==> src/rtl/blwl_config_ctrl.sv <==
// Bit-line / word-line configuration controller.
// Clears the bank, then writes one config word per row: the bit lines are
// driven first, the row's word line pulses for WL_PULSE cycles, and the bit
// lines stay put for one cycle after the word line falls. All outputs are
// registered.
module blwl_config_ctrl #(
  parameter int unsigned ROWS     = 4,
  parameter int unsigned COLS     = 8,
  parameter int unsigned WL_PULSE = 2
) (
  input  logic                     prog_clk,
  input  logic                     reset_n,
  input  logic                     start,
  input  logic [COLS-1:0]          din,
  input  logic                     din_valid,
  output logic                     din_ready,
  output logic [COLS-1:0]          bl,
  output logic [ROWS-1:0]          wl,
  output logic                     bank_reset,
  output logic                     busy,
  output logic                     done,
  output logic [$clog2(ROWS)-1:0]  row
);

  localparam int unsigned RowW = $clog2(ROWS);
  localparam int unsigned CntW = $clog2(WL_PULSE + 1);

  localparam logic [RowW-1:0] LastRow  = RowW'(ROWS - 1);
  localparam logic [CntW-1:0] PulseLen = CntW'(WL_PULSE);
  localparam logic [CntW-1:0] CntOne   = CntW'(1);
  localparam logic [ROWS-1:0] WlOne    = ROWS'(1);

  typedef enum logic [2:0] {
    StIdle,
    StClr,
    StLoad,
    StSetup,
    StPulse,
    StHold,
    StDone
  } state_e;

  state_e          state;
  logic [CntW-1:0] cnt;

  // Single FSM; each output is loaded with the value of the state being entered.
  always_ff @(posedge prog_clk) begin
    if (!reset_n) begin
      state      <= StIdle;
      cnt        <= '0;
      row        <= '0;
      bl         <= '0;
      wl         <= '0;
      din_ready  <= 1'b0;
      bank_reset <= 1'b0;
      busy       <= 1'b0;
      done       <= 1'b0;
    end else begin
      unique case (state)
        StIdle: begin
          if (start) begin
            state      <= StClr;
            row        <= '0;
            bank_reset <= 1'b1;
            busy       <= 1'b1;
          end
        end
        StClr: begin
          state      <= StLoad;
          bank_reset <= 1'b0;
          din_ready  <= 1'b1;
        end
        StLoad: begin
          if (din_valid) begin
            state     <= StSetup;
            bl        <= din;
            din_ready <= 1'b0;
          end
        end
        StSetup: begin
          // Bit lines have settled for a cycle; raise this row's word line.
          state <= StPulse;
          wl    <= WlOne << row;
          cnt   <= PulseLen;
        end
        StPulse: begin
          if (cnt == CntOne) begin
            state <= StHold;
            wl    <= '0;
            cnt   <= '0;
          end else begin
            cnt <= cnt - CntOne;
          end
        end
        StHold: begin
          bl <= '0;
          if (row == LastRow) begin
            state <= StDone;
            busy  <= 1'b0;
            done  <= 1'b1;
          end else begin
            state     <= StLoad;
            row       <= row + RowW'(1);
            din_ready <= 1'b1;
          end
        end
        StDone: begin
          // start is deliberately not looked at here.
          state <= StIdle;
          done  <= 1'b0;
          row   <= '0;
        end
        default: begin
          state <= StIdle;
        end
      endcase
    end
  end

endmodule

==> config.mk <==
export PLATFORM = sky130hd
export DESIGN_NAME = blwl_config_ctrl
export DESIGN_NICKNAME = d
export VERILOG_FILES = /design/src/rtl/blwl_config_ctrl.sv
export SDC_FILE = /design/constraint.sdc
export NUM_CORES = 1
export LEC_CHECK = 0
export ABC_AREA = 1
export CELL_PAD_IN_SITES_DETAIL_PLACEMENT = 0
export CELL_PAD_IN_SITES_GLOBAL_PLACEMENT = 1
export CORE_MARGIN = 2
export CORE_UTILIZATION = 37
export CTS_BUF_LIST = sky130_fd_sc_hd__clkbuf_4 sky130_fd_sc_hd__clkbuf_8
export CTS_CLUSTER_DIAMETER = 30
export DETAILED_ROUTE_END_ITERATION = 16
export GPL_TIMING_DRIVEN = 0
export PLACE_DENSITY = 0.87
export SLEW_MARGIN = 15
export SYNTH_ARGS = -nofsm -noshare
export SYNTH_HDL_FRONTEND = slang
export SYNTH_SLANG_ARGS = --single-unit
export TNS_END_PERCENT = 30
==> constraint.sdc <==
create_clock -name prog_clk -period 2.1 [get_ports prog_clk]
set_clock_uncertainty 0.05 [all_clocks]
set_input_delay 0.315 -clock prog_clk [delete_from_list [all_inputs] [get_ports prog_clk]]
set_output_delay 0.315 -clock prog_clk [all_outputs]
set_load 0.01 [all_outputs]
# ---- Word-level counts from Yosys, hierarchy flattened
# Cells that the tools add are included.
dict set report classes {
  muxes 23
  add_sub_neg 2
  n_eq_ne 13
  shift 1
  n_reduce_logical 16
}
# cell count
set ops {}
lappend ops {{one-hot mux 3 bit (6 select lines)} 1}
lappend ops {{one-hot mux 8 bit (2 select lines)} 1}
lappend ops {{2-to-1 mux 3 bit} 4}
lappend ops {{AND reduction 3 bit} 4}
lappend ops {{!= test 2 bit, second input constant} 5}
lappend ops {{nonzero test 2 bit} 5}
lappend ops {{equality test 3 bit, second input constant} 3}
lappend ops {{2-to-1 mux 8 bit} 1}
lappend ops {{one-hot mux 4 bit (2 select lines)} 1}
lappend ops {{AND reduction 2 bit} 4}
lappend ops {{equality test 3 x 2 -> 1 bit, second input constant} 2}
lappend ops {{2-to-1 mux 2 bit} 3}
lappend ops {{one-hot mux 1 bit (2 select lines)} 3}
lappend ops {{one-hot mux 2 bit (3 select lines)} 1}
lappend ops {{nonzero test 3 bit} 2}
lappend ops {{2-to-1 mux 1 bit} 5}
lappend ops {{2-to-1 mux 4 bit} 1}
lappend ops {{one-hot mux 2 bit (2 select lines)} 1}
lappend ops {{left shift 1 x 2 -> 4 bit, first input constant} 1}
lappend ops {{equality test 3 x 1 -> 1 bit, second input constant} 1}
lappend ops {{logical NOT 3 bit} 1}
lappend ops {{one-hot mux 1 bit (3 select lines)} 1}
lappend ops {{adder 2 x 1 -> 2 bit, second input constant} 1}
lappend ops {{equality test 2 x 1 -> 1 bit, second input constant} 1}
lappend ops {{other kinds (2)} 2}
dict set report totals {
  input_bits 12
  regBits 23
  out_inout_bits 18
  wordCells 64
}

# ---- Longest topological paths before layout
# Gate-level depths: netlist of the first run.
dict set report logic_depth {
  depth_word 3
  mapped_depth 8
  depth_no_buf 7
}

# ---- Worst setup path before layout of the first run
# No wires, ideal clock.
dict set report synth_path {
  path_type {register to register}
  start {reg row[0]}
  end {reg row[0]}
  synth_period_minus_slack_ps 1223
  setup_ps 113
  required_ps 1937
  slack_ps 877
  t_arrival_ps 1060
  path_stages_with_launch 7
  n_path_buf 0
  path_cell_list {dfxtp_1 > ha_1 > nand4_1 > nand2_1 > nor2_1 > nor2_1 > nor2_1}
}
dict set report synth_between {
  elab_chain_len 3
  word_cells_on_any_way 6
  cone_classes {1 x add/sub; 2 x eq/ne; 2 x mux; 1 x reduce/logical}
}
# item line_no
set synth_lines {}
lappend synth_lines {{start: declaration} 22} ;# output logic [$clog2(ROWS)-1:0] row
lappend synth_lines {{start signal: assignment} 103} ;# row <= row + RowW'(1);
lappend synth_lines {{adder 2 x 1 -> 2 bit / equality test 2 bit (equally long branches)} {103, 97}}
lappend synth_lines {{2-to-1 mux 2 bit / != test 2 bit (equally long branches)} --}
lappend synth_lines {{one-hot mux 2 bit (3 select lines) / AND reduction 3 bit (equally long branches)} --}
# Parallel ways exist; a longest one is shown, timed or not. The select of a mux whose other input is x is not followed.
# A chain may end at the register's enable or synchronous reset.

# ---- Worst setup path in the final report of the first run
dict set report layout_path {
  start {reg row[0]}
  end {out row[0]}
}
# No word-level cell between the ends.

==> results.toml, run 1 <==
[route]
top_layer = "met4"
drc = 0
met2_length_um = 1074
wl_per_cell_um = 11.16
wl_met3_um = 126
postRouteAntennaNets = 0
viasPerCell = 4.845
first_pass_iters = 5
wl_met1_um = 989
drtIter0Drc = 17
vias = 969
routed_wl_um = 2231

[clock_tree]
htreeDepth = 1
ctsHoldBuffers = 0
cts-buffers-inserted = 3
cts_root_buffer = "clkbuf_4"
clk_latency_ns = 0.31
post_cts_buffers = 0
cts_resized = 0
clockBufferDepth = 2
cts_tree = "yes"
clock-sinks = 23
clk_pin_slew_ns = 0.12

[global_routing]
grt_max_degree = 13
overflow = 0
grt_pass1_vias = 950
grt_pass1_wl_um = 3877
antenna_found_initial = 0
globalRouteTotalUtil = 0.1525

[synth]
yosys.cell_types.count = 17
ys_warn_count = 0
synth-edff-count = 0
syn_inst = 136
ys_ff_latch = 23
synth_nets = 153
synthArstFlopShare = 0
synthFlopType = "dfxtp_1"
synth_top_area_cell = "dfxtp_1"
synth_top_area_frac = 0.4504
synthesis.area_sq_um = 1022
syn_avg_cell_area_sq_um = 7.516
ys_seq_area_frac = 0.4504
yosys-top-cells-area = "dfxtp_1, a21oi_1, inv_1, nand3_1, nand2_1"

[job]
drv_cap = 0

[sta]
slew_viol_final = 0
setup_slack_ns = 0.4324
period_minus_slack_ns = 1.668
slew_headroom = 0.8065
worst_pin_slew_ns = 0.2885
fin_setup_tns_ns = 0
finalSetupViolCount = 0
rsz0062_at_grt = "no"
timing.final.crit_share = 0.7941
fmax_mhz = 599.7
hold_viol_final = 0

[critical_path]
cp-end-kind = "output port"
r2r-end = "row[1]$_SDFFE_PN0P_"
cp.required_ns = 1.74
startpoint_type = "register"
path_delay_family = "buffers and inverters"
r2r_cells = 7
cp.arrival_ns = 1.30
cpPeakStageDelay_ns = 0.57
path_class = "reg -> out"
critPathSlowestCell = "clkdlybuf4s50_1"
r2r_slack_ns = 0.66
cp_num_buf_inv = 1
reg2reg_from = "row[0]$_SDFFE_PN0P_"
crit_chain = "clkdlybuf4s50_1"
crit_fanout = 5

[worst_hold_path]
hold_class = "reg -> reg"
holdCritStartpoint = "bl[7]$_SDFFE_PN0P_"
min_path_cells = 2
holdPathEnd = "bl[7]$_SDFFE_PN0P_"

[final_layout]
layout_commonest_cell = "clkdlybuf4s50_1"
drive_above_1_share = 0.05917
stdcell_count = 200
num_antenna_cells = 0
layout_common_cells = "clkdlybuf4s50_1, inv_1, dfxtp_1, nand2_1, a21oi_1"
fin_nets = 187
area_delta_synth_final_pct = 35.13

[pwr]
powerDensity_nw_per_um2 = 732.4
ir_worst_vdd_mv = 0.4332
cellLeakagePower_nw = 0.5599

[placement]
io_buffers = 29
dp_hpwl_um = 1698
gp_congestion = 0.8407
dp_cells = 196
pre_cts_slack_ns = 0.4200

[die]
row_count = 19
die_width_um = 56.56
initial_core_util = 0.3805
dieArea_sq_um = 3199
pin_count = 30
core_area_sq_um = 2686
die_height_um = 56.56

[run_status]
status = "complete, no violations"
==> worst max-delay path by stage <==
stage	from	to	slack, ns	cells after the start
3_3_place_gp	reset_n	state[0]$_SDFFE_PN0P_	0.47	3
4_1_cts	row[0]$_SDFFE_PN0P_	row[0]	0.42	1
6_report	row[0]$_SDFFE_PN0P_	row[0]	0.43	1
2_1_floorplan	row[0]$_SDFFE_PN0P_	row[0]$_SDFFE_PN0P_	0.88	6
3_5_place_dp	reset_n	state[0]$_SDFFE_PN0P_	0.42	3
5_1_grt	row[1]$_SDFFE_PN0P_	row[1]	0.37	1
==> metal layers <==
metal / up-vias / GRT usage
met2: 26 / 0.2741
met1: 432 / 0.1775
li1: 506 / -
met5: - / 0
met3: 5 / 0.02535
met4: 0 / 0.06122
==> state kept, by name (all words and copies together) (netlist names), 2 cells and up <==
| signal | cells |
|---|---|
| bl | 8 |
| cnt | 2 |
| row | 2 |
| state | 3 |
| wl | 4 |
==> cells by family after synthesis <==
family,Yosys count,synth area share
and+or+nand+nor,48,0.2093
buffers and inverters,27,0.1065
adders and majority gates,5,0.06120
AOI/OAI and AO/OA,33,0.1726
DFF,23,0.4504
==> cell usage after synthesis, drive strengths merged (5+ instances only) <==
| cell type | number |
|---|---|
| a21oi | 20 |
| dfxtp | 23 |
| ha | 5 |
| inv | 25 |
| nand2 | 20 |
| nand3 | 16 |
| nor2 | 9 |
| o21ai | 13 |
==> power breakdown <==
group          switching (mW)  leakage [nW]  internal [mW]
Sequential             0.0337         0.188          0.481
Clock                   0.128        0.0184         0.0871
Combinational           0.146         0.354          0.136
==> cell type report <==
class                           count  area, sq um
Multi-Input combinational cell     86        452.9
Timing Repair Buffer               29        290.3
Inverter                           26        97.59
Buffer                              1        11.26
Tap cell                           31        38.79
Sequential cell                    23        460.4
Clock buffer                        4        30.03
Fill cell                         283         1305
==> metrics by stage <==
| step | util | total power [mW] | instance area (sq um) | hold WS (ns) |
|---|---|---|---|---|
| after floorplan | - | 0.6822 | 1022 | 0.3825 |
| after global placement | 0.5030 | 0.8014 | 1351 | 0.3814 |
| after detailed placement | 0.5030 | 0.8079 | 1351 | 0.3869 |
| after CTS | 0.5142 | 1.029 | 1381 | 0.4047 |
| after global routing | 0.5142 | 1.081 | 1381 | 0.4175 |
| final | 0.5142 | 1.012 | 1381 | 0.4004 |
No activity file was read; power rests on OpenSTA's default activity.
==> inputs of run 2 (changes only) <==
- CORE_UTILIZATION: 37 -> 34
- PLACE_DENSITY: 0.87 -> 0.81
- clock period: 2.1 -> 1.7 ns (I/O delays scaled with it)
==> run 2 against run 1 <==
Compared with the run above: the flow now finishes with violations (DRC); design area did not move; via count shrank 1.9%; total power grew 24%; first-iteration DRC count grew 35%; worst setup slack got worse by 0.34 ns; utilization fell by 2.2 points; largest power group unchanged.
==> results.toml, run 2 (synthesis gave the netlist of run 1 again) <==
[clock_tree]
ctsHoldBuffers = 0
cts_root_buffer = "clkbuf_4"
cts_tree = "yes"
clockBufferDepth = 2
clk_pin_slew_ns = 0.12
cts_resized = 0
htreeDepth = 1
clock-sinks = 23
clk_latency_ns = 0.31
cts-buffers-inserted = 3
post_cts_buffers = 0

[pwr]
p_comb_frac = 0.280
powerDensity_nw_per_um2 = 904.7
seq_power_share = 0.511
p_int_mw = 0.8701
power.switching_mw = 0.3795
cellLeakagePower_nw = 0.5599
switching_share = 0.3037
pwr-share-clk = 0.210
ir_worst_vdd_mv = 0.3922

[final_layout]
largest_reg_flops = 8
multi_input_area_sq_um = 452.9
seqCellArea_sq_um = 460.4
nFillCells = 292
fin_nets = 187
area_delta_synth_final_pct = 35.13
drive_above_1_share = 0.05917
layout_common_cells = "clkdlybuf4s50_1, inv_1, dfxtp_1, nand2_1, a21oi_1"
num_antenna_cells = 0
reg.largest.list = "bl (8), wl (4), state (3)"
layout_commonest_cell = "clkdlybuf4s50_1"
largest-register = "bl"

[sta]
slew_viol_final = 0
slew_headroom = 0.8145
worst_pin_slew_ns = 0.2766
fmax_mhz = 620.5
fin_setup_tns_ns = 0
period_minus_slack_ns = 1.612
timing.final.crit_share = 0.9481
rsz0062_at_grt = "no"
hold_viol_final = 0
setup_slack_ns = 0.08831
finalSetupViolCount = 0

[global_routing]
globalRouteTotalUtil = 0.1462
grt_pass1_vias = 922
grt_pass1_wl_um = 3864
grt_max_degree = 13
antenna_found_initial = 0
overflow = 0

[route]
first_pass_iters = 10
drc = 2
vias = 951
routed_wl_um = 2228
viasPerCell = 4.755
postRouteAntennaNets = 0
wl_per_cell_um = 11.14
drtIter0Drc = 23

[critical_path]
cp.arrival_ns = 1.31
cpPeakStageDelay_ns = 0.57
cp_num_buf_inv = 1
cp.required_ns = 1.39
cp-end-kind = "output port"
crit_chain = "clkdlybuf4s50_1"
critPathSlowestCell = "clkdlybuf4s50_1"
startpoint_type = "register"
path_class = "reg -> out"
path_delay_family = "buffers and inverters"
crit_fanout = 5

[placement]
gp_congestion = 0.8572
dp_hpwl_um = 1765
io_buffers = 29
pre_cts_slack_ns = 0.1341

[run_status]
status = "complete, but fails checks"
violations = "DRC"

[die]
row_count = 19
pin_count = 30
die_height_um = 58.83
initial_core_util = 0.3644
core_area_sq_um = 2805
dieArea_sq_um = 3461
die_width_um = 58.83

[worst_hold_path]
hold_class = "reg -> reg"

[job]
drv_cap = 0
run 2: cell counts in the layout (fill, tap and decap cells not counted):
No cell type changed its count.
run 2: path summary, 6_finish.rpt:
check	slack (ns)	end	from	depth (start not counted)
max	0.09	row[0]	row[0]$_SDFFE_PN0P_	1
min reg2reg	0.40	bl[3]$_SDFFE_PN0P_	bl[3]$_SDFFE_PN0P_	2
min	0.40	bl[3]$_SDFFE_PN0P_	bl[3]$_SDFFE_PN0P_	2
max reg2reg	0.32	row[1]$_SDFFE_PN0P_	row[0]$_SDFFE_PN0P_	6
run 2: per-stage QoR:
stage	instance area [sq um]	power (mW)	util	std cells	hold WS, ns
after detailed placement	1351	1.004	0.4817	196	0.3895
final	1381	1.250	0.4924	200	0.4018
after floorplan	1022	0.8427	-	136	0.3257
after CTS	1381	1.273	0.4924	200	0.4081
after global routing	1381	1.347	0.4924	200	0.4291
after global placement	1351	0.9957	0.4817	196	0.3807
run 2: layer usage:
layer | up-vias | share of wire | global-route usage
li1 | 503 | - | -
met1 | 429 | 0.47 | 0.1759
met3 | 4 | 0.044 | 0.03297
met5 | - | 0 | 0
met2 | 15 | 0.47 | 0.2413
met4 | 0 | 0.020 | 0.07792
run 2: worst reg2reg max path: stages (launching register included):
cell     delay (ns)
dfxtp_1        0.43
ha_1           0.20
nand4_1        0.22
nand2_1        0.17
nor2_1         0.08
nor2_1         0.09
nor2_1         0.05
run 2: layout make-up:
class	count	share of cell area
flip-flops and latches	23	0.3333
inverters	26	0.07065
repair buffers	29	0.2101
plain buffers	1	0.008152
well taps	31	0.02808
clock buffers	4	0.02174
multi-input cells	86	0.3279
run 2: power groups by stage:
| stage | sequential, mW | combinational [mW] | clock [mW] |
|---|---|---|---|
| after detailed placement | 0.651 | 0.353 | 0 |
| after global routing | 0.646 | 0.399 | 0.301 |
| after CTS | 0.639 | 0.355 | 0.279 |
| after floorplan | 0.665 | 0.178 | 0 |
| after global placement | 0.647 | 0.348 | 0 |
| final | 0.638 | 0.349 | 0.262 |
==> inputs of run 3 (changes only) <==
- CORE_UTILIZATION: 34 -> 40
- DONT_BUFFER_PORTS: default -> 1
- PLACE_DENSITY: 0.81 -> 0.74
- clock period: 1.7 -> 1.4 ns (I/O delays scaled with it)
==> run 3 against run 2 <==
Compared with the run above: the run now ends clean; register-to-register slack got worse by 0.18 ns; total power increased by 13%; final cell count down 14%; via count is 7.7% lower; worst setup slack improved by 0.057 ns; non-clock buffer count decreased by 27; critical endpoint is now bl[4]$_SDFFE_PN0P_; largest cell class unchanged.
==> results.toml, run 3 (synthesis gave the netlist of run 1 again) <==
[run_status]
status = "complete, no violations"

[die]
die_height_um = 54.55
row_count = 18
die_width_um = 54.55
initial_core_util = 0.4164
core_area_sq_um = 2455
dieArea_sq_um = 2976
pin_count = 30

[global_routing]
grt_pass1_wl_um = 2967
antenna_found_initial = 0
globalRouteTotalUtil = 0.1433
overflow = 0
grt_pass1_vias = 706
grt_max_degree = 13

[critical_path]
cp-end-kind = "register"
crit_fanout = 9
cp.required_ns = 1.56
cp.arrival_ns = 1.41
r2r_cells = 6
path_class = "reg -> reg"
startpoint_type = "register"

[final_layout]
final_util = 0.4567
area_delta_synth_final_pct = 9.670
layout_common_cells = "inv_1, dfxtp_1, nand2_1, a21oi_1, nand3_1"
seqCellArea_sq_um = 464.2
reg.largest.list = "bl (8), wl (4), state (3)"
layout_commonest_cell = "inv_1"
multi_input_area_sq_um = 462.9
fin_nets = 160
drive_above_1_share = 0.1056
largest-register = "bl"
num_antenna_cells = 0
largest_reg_flops = 8
nFillCells = 260
stdcell_count = 172

[sta]
slew_headroom = 0.8170
fmax_mhz = 796.8
worst_hold_slack_ns = 0.03752
worst_pin_slew_ns = 0.2729
rsz0062_at_grt = "yes"
hold_viol_final = 0
finalSetupViolCount = 0
slew_viol_final = 0
fin_setup_tns_ns = 0
period_minus_slack_ns = 1.255
timing.final.crit_share = 0.8964

[placement]
io_buffers = 0
gp_congestion = 0.8176
dp_cells = 166
dp_hpwl_um = 1538

[pwr]
power_mw = 1.408
cellLeakagePower_nw = 0.4647
powerDensity_nw_per_um2 = 1256
ir_worst_vdd_mv = 0.6162

[clock_tree]
clk_latency_ns = 0.31
cts_root_buffer = "clkbuf_4"
htreeDepth = 1
cts_tree = "yes"
clock-sinks = 23
clk_pin_slew_ns = 0.12
cts-buffers-inserted = 3
clockBufferDepth = 2

[route]
routed_wl_um = 2058
vias = 878
wl_per_cell_um = 11.97
drtIter0Drc = 15
postRouteAntennaNets = 0
drc = 0
viasPerCell = 5.105
first_pass_iters = 4

[worst_hold_path]
hold_class = "in -> reg"
min_path_cells = 2

[job]
drv_cap = 0
## run 3: cell types whose count changed in the layout (fill, tap and decap cells not counted)
cell / change
nor2_2: -1
nand3_1: -1
nor2_4: +1
dfxtp_1: -3
dfxtp_2: +3
nand3_2: +1
buf_4: +1
clkdlybuf4s50_1: -29
dlygate4sd3_1: +1
## run 3: layer usage
metal | global-route usage | part of all wire | vias to the layer above
met5 | 0 | 0 | -
met4 | 0.07500 | 0.022 | 0
met3 | 0.04645 | 0.054 | 5
met2 | 0.2229 | 0.47 | 24
met1 | 0.1750 | 0.45 | 394
li1 | - | - | 455
## run 3: what timing repair did
action | 4_1_cts | 5_1_grt
gates resized for setup | 2 | 3
pin swaps | 1 | 0
setup buffers | 0 | 1
setup endpoints to repair | 2 | 9
hold endpoints to repair | 5 | 0
gates cloned | 0 | 0
hold buffers | 1 | 0
## run 3: worst paths after layout
kind                         start                       to  slack [ns]
max          state[0]$_SDFFE_PN0P_       bl[4]$_SDFFE_PN0P_        0.14
min                          start  bank_reset$_SDFFE_PN0P_        0.04
max reg2reg  state[0]$_SDFFE_PN0P_       bl[4]$_SDFFE_PN0P_        0.14
min reg2reg    cnt[1]$_SDFFE_PN0P_      cnt[1]$_SDFFE_PN0P_        0.42
## run 3: power by group
group | switching [mW] | internal [mW]
Combinational | 0.173 | 0.0998
Clock | 0.193 | 0.131
Sequential | 0.0843 | 0.727
## run 3: cell type report
type / count / share of cell area
buffer: 1 / 0.01004
sequential: 23 / 0.4141
tap: 30 / 0.03348
timing repair buffer: 2 / 0.01562
inverter: 26 / 0.08705
multi-input combinational: 86 / 0.4129
clock buffer: 4 / 0.02679
## run 3: critical path: stages (launching register included)
cell and delay (ns):
dfxtp_1 0.39, inv_1 0.11, nand2_1 0.10, nor2_4 0.15
nand2_2 0.12, o21ai_0 0.18, a21oi_1 0.05
## run 3: per-stage QoR
stage	area, sq um	setup WS (ns)
after floorplan	1022	0.1771
after global placement	1060	-0.06625
after detailed placement	1060	-0.07520
after CTS	1102	0.005176
after global routing	1121	-0.01283
final	1121	0.1450
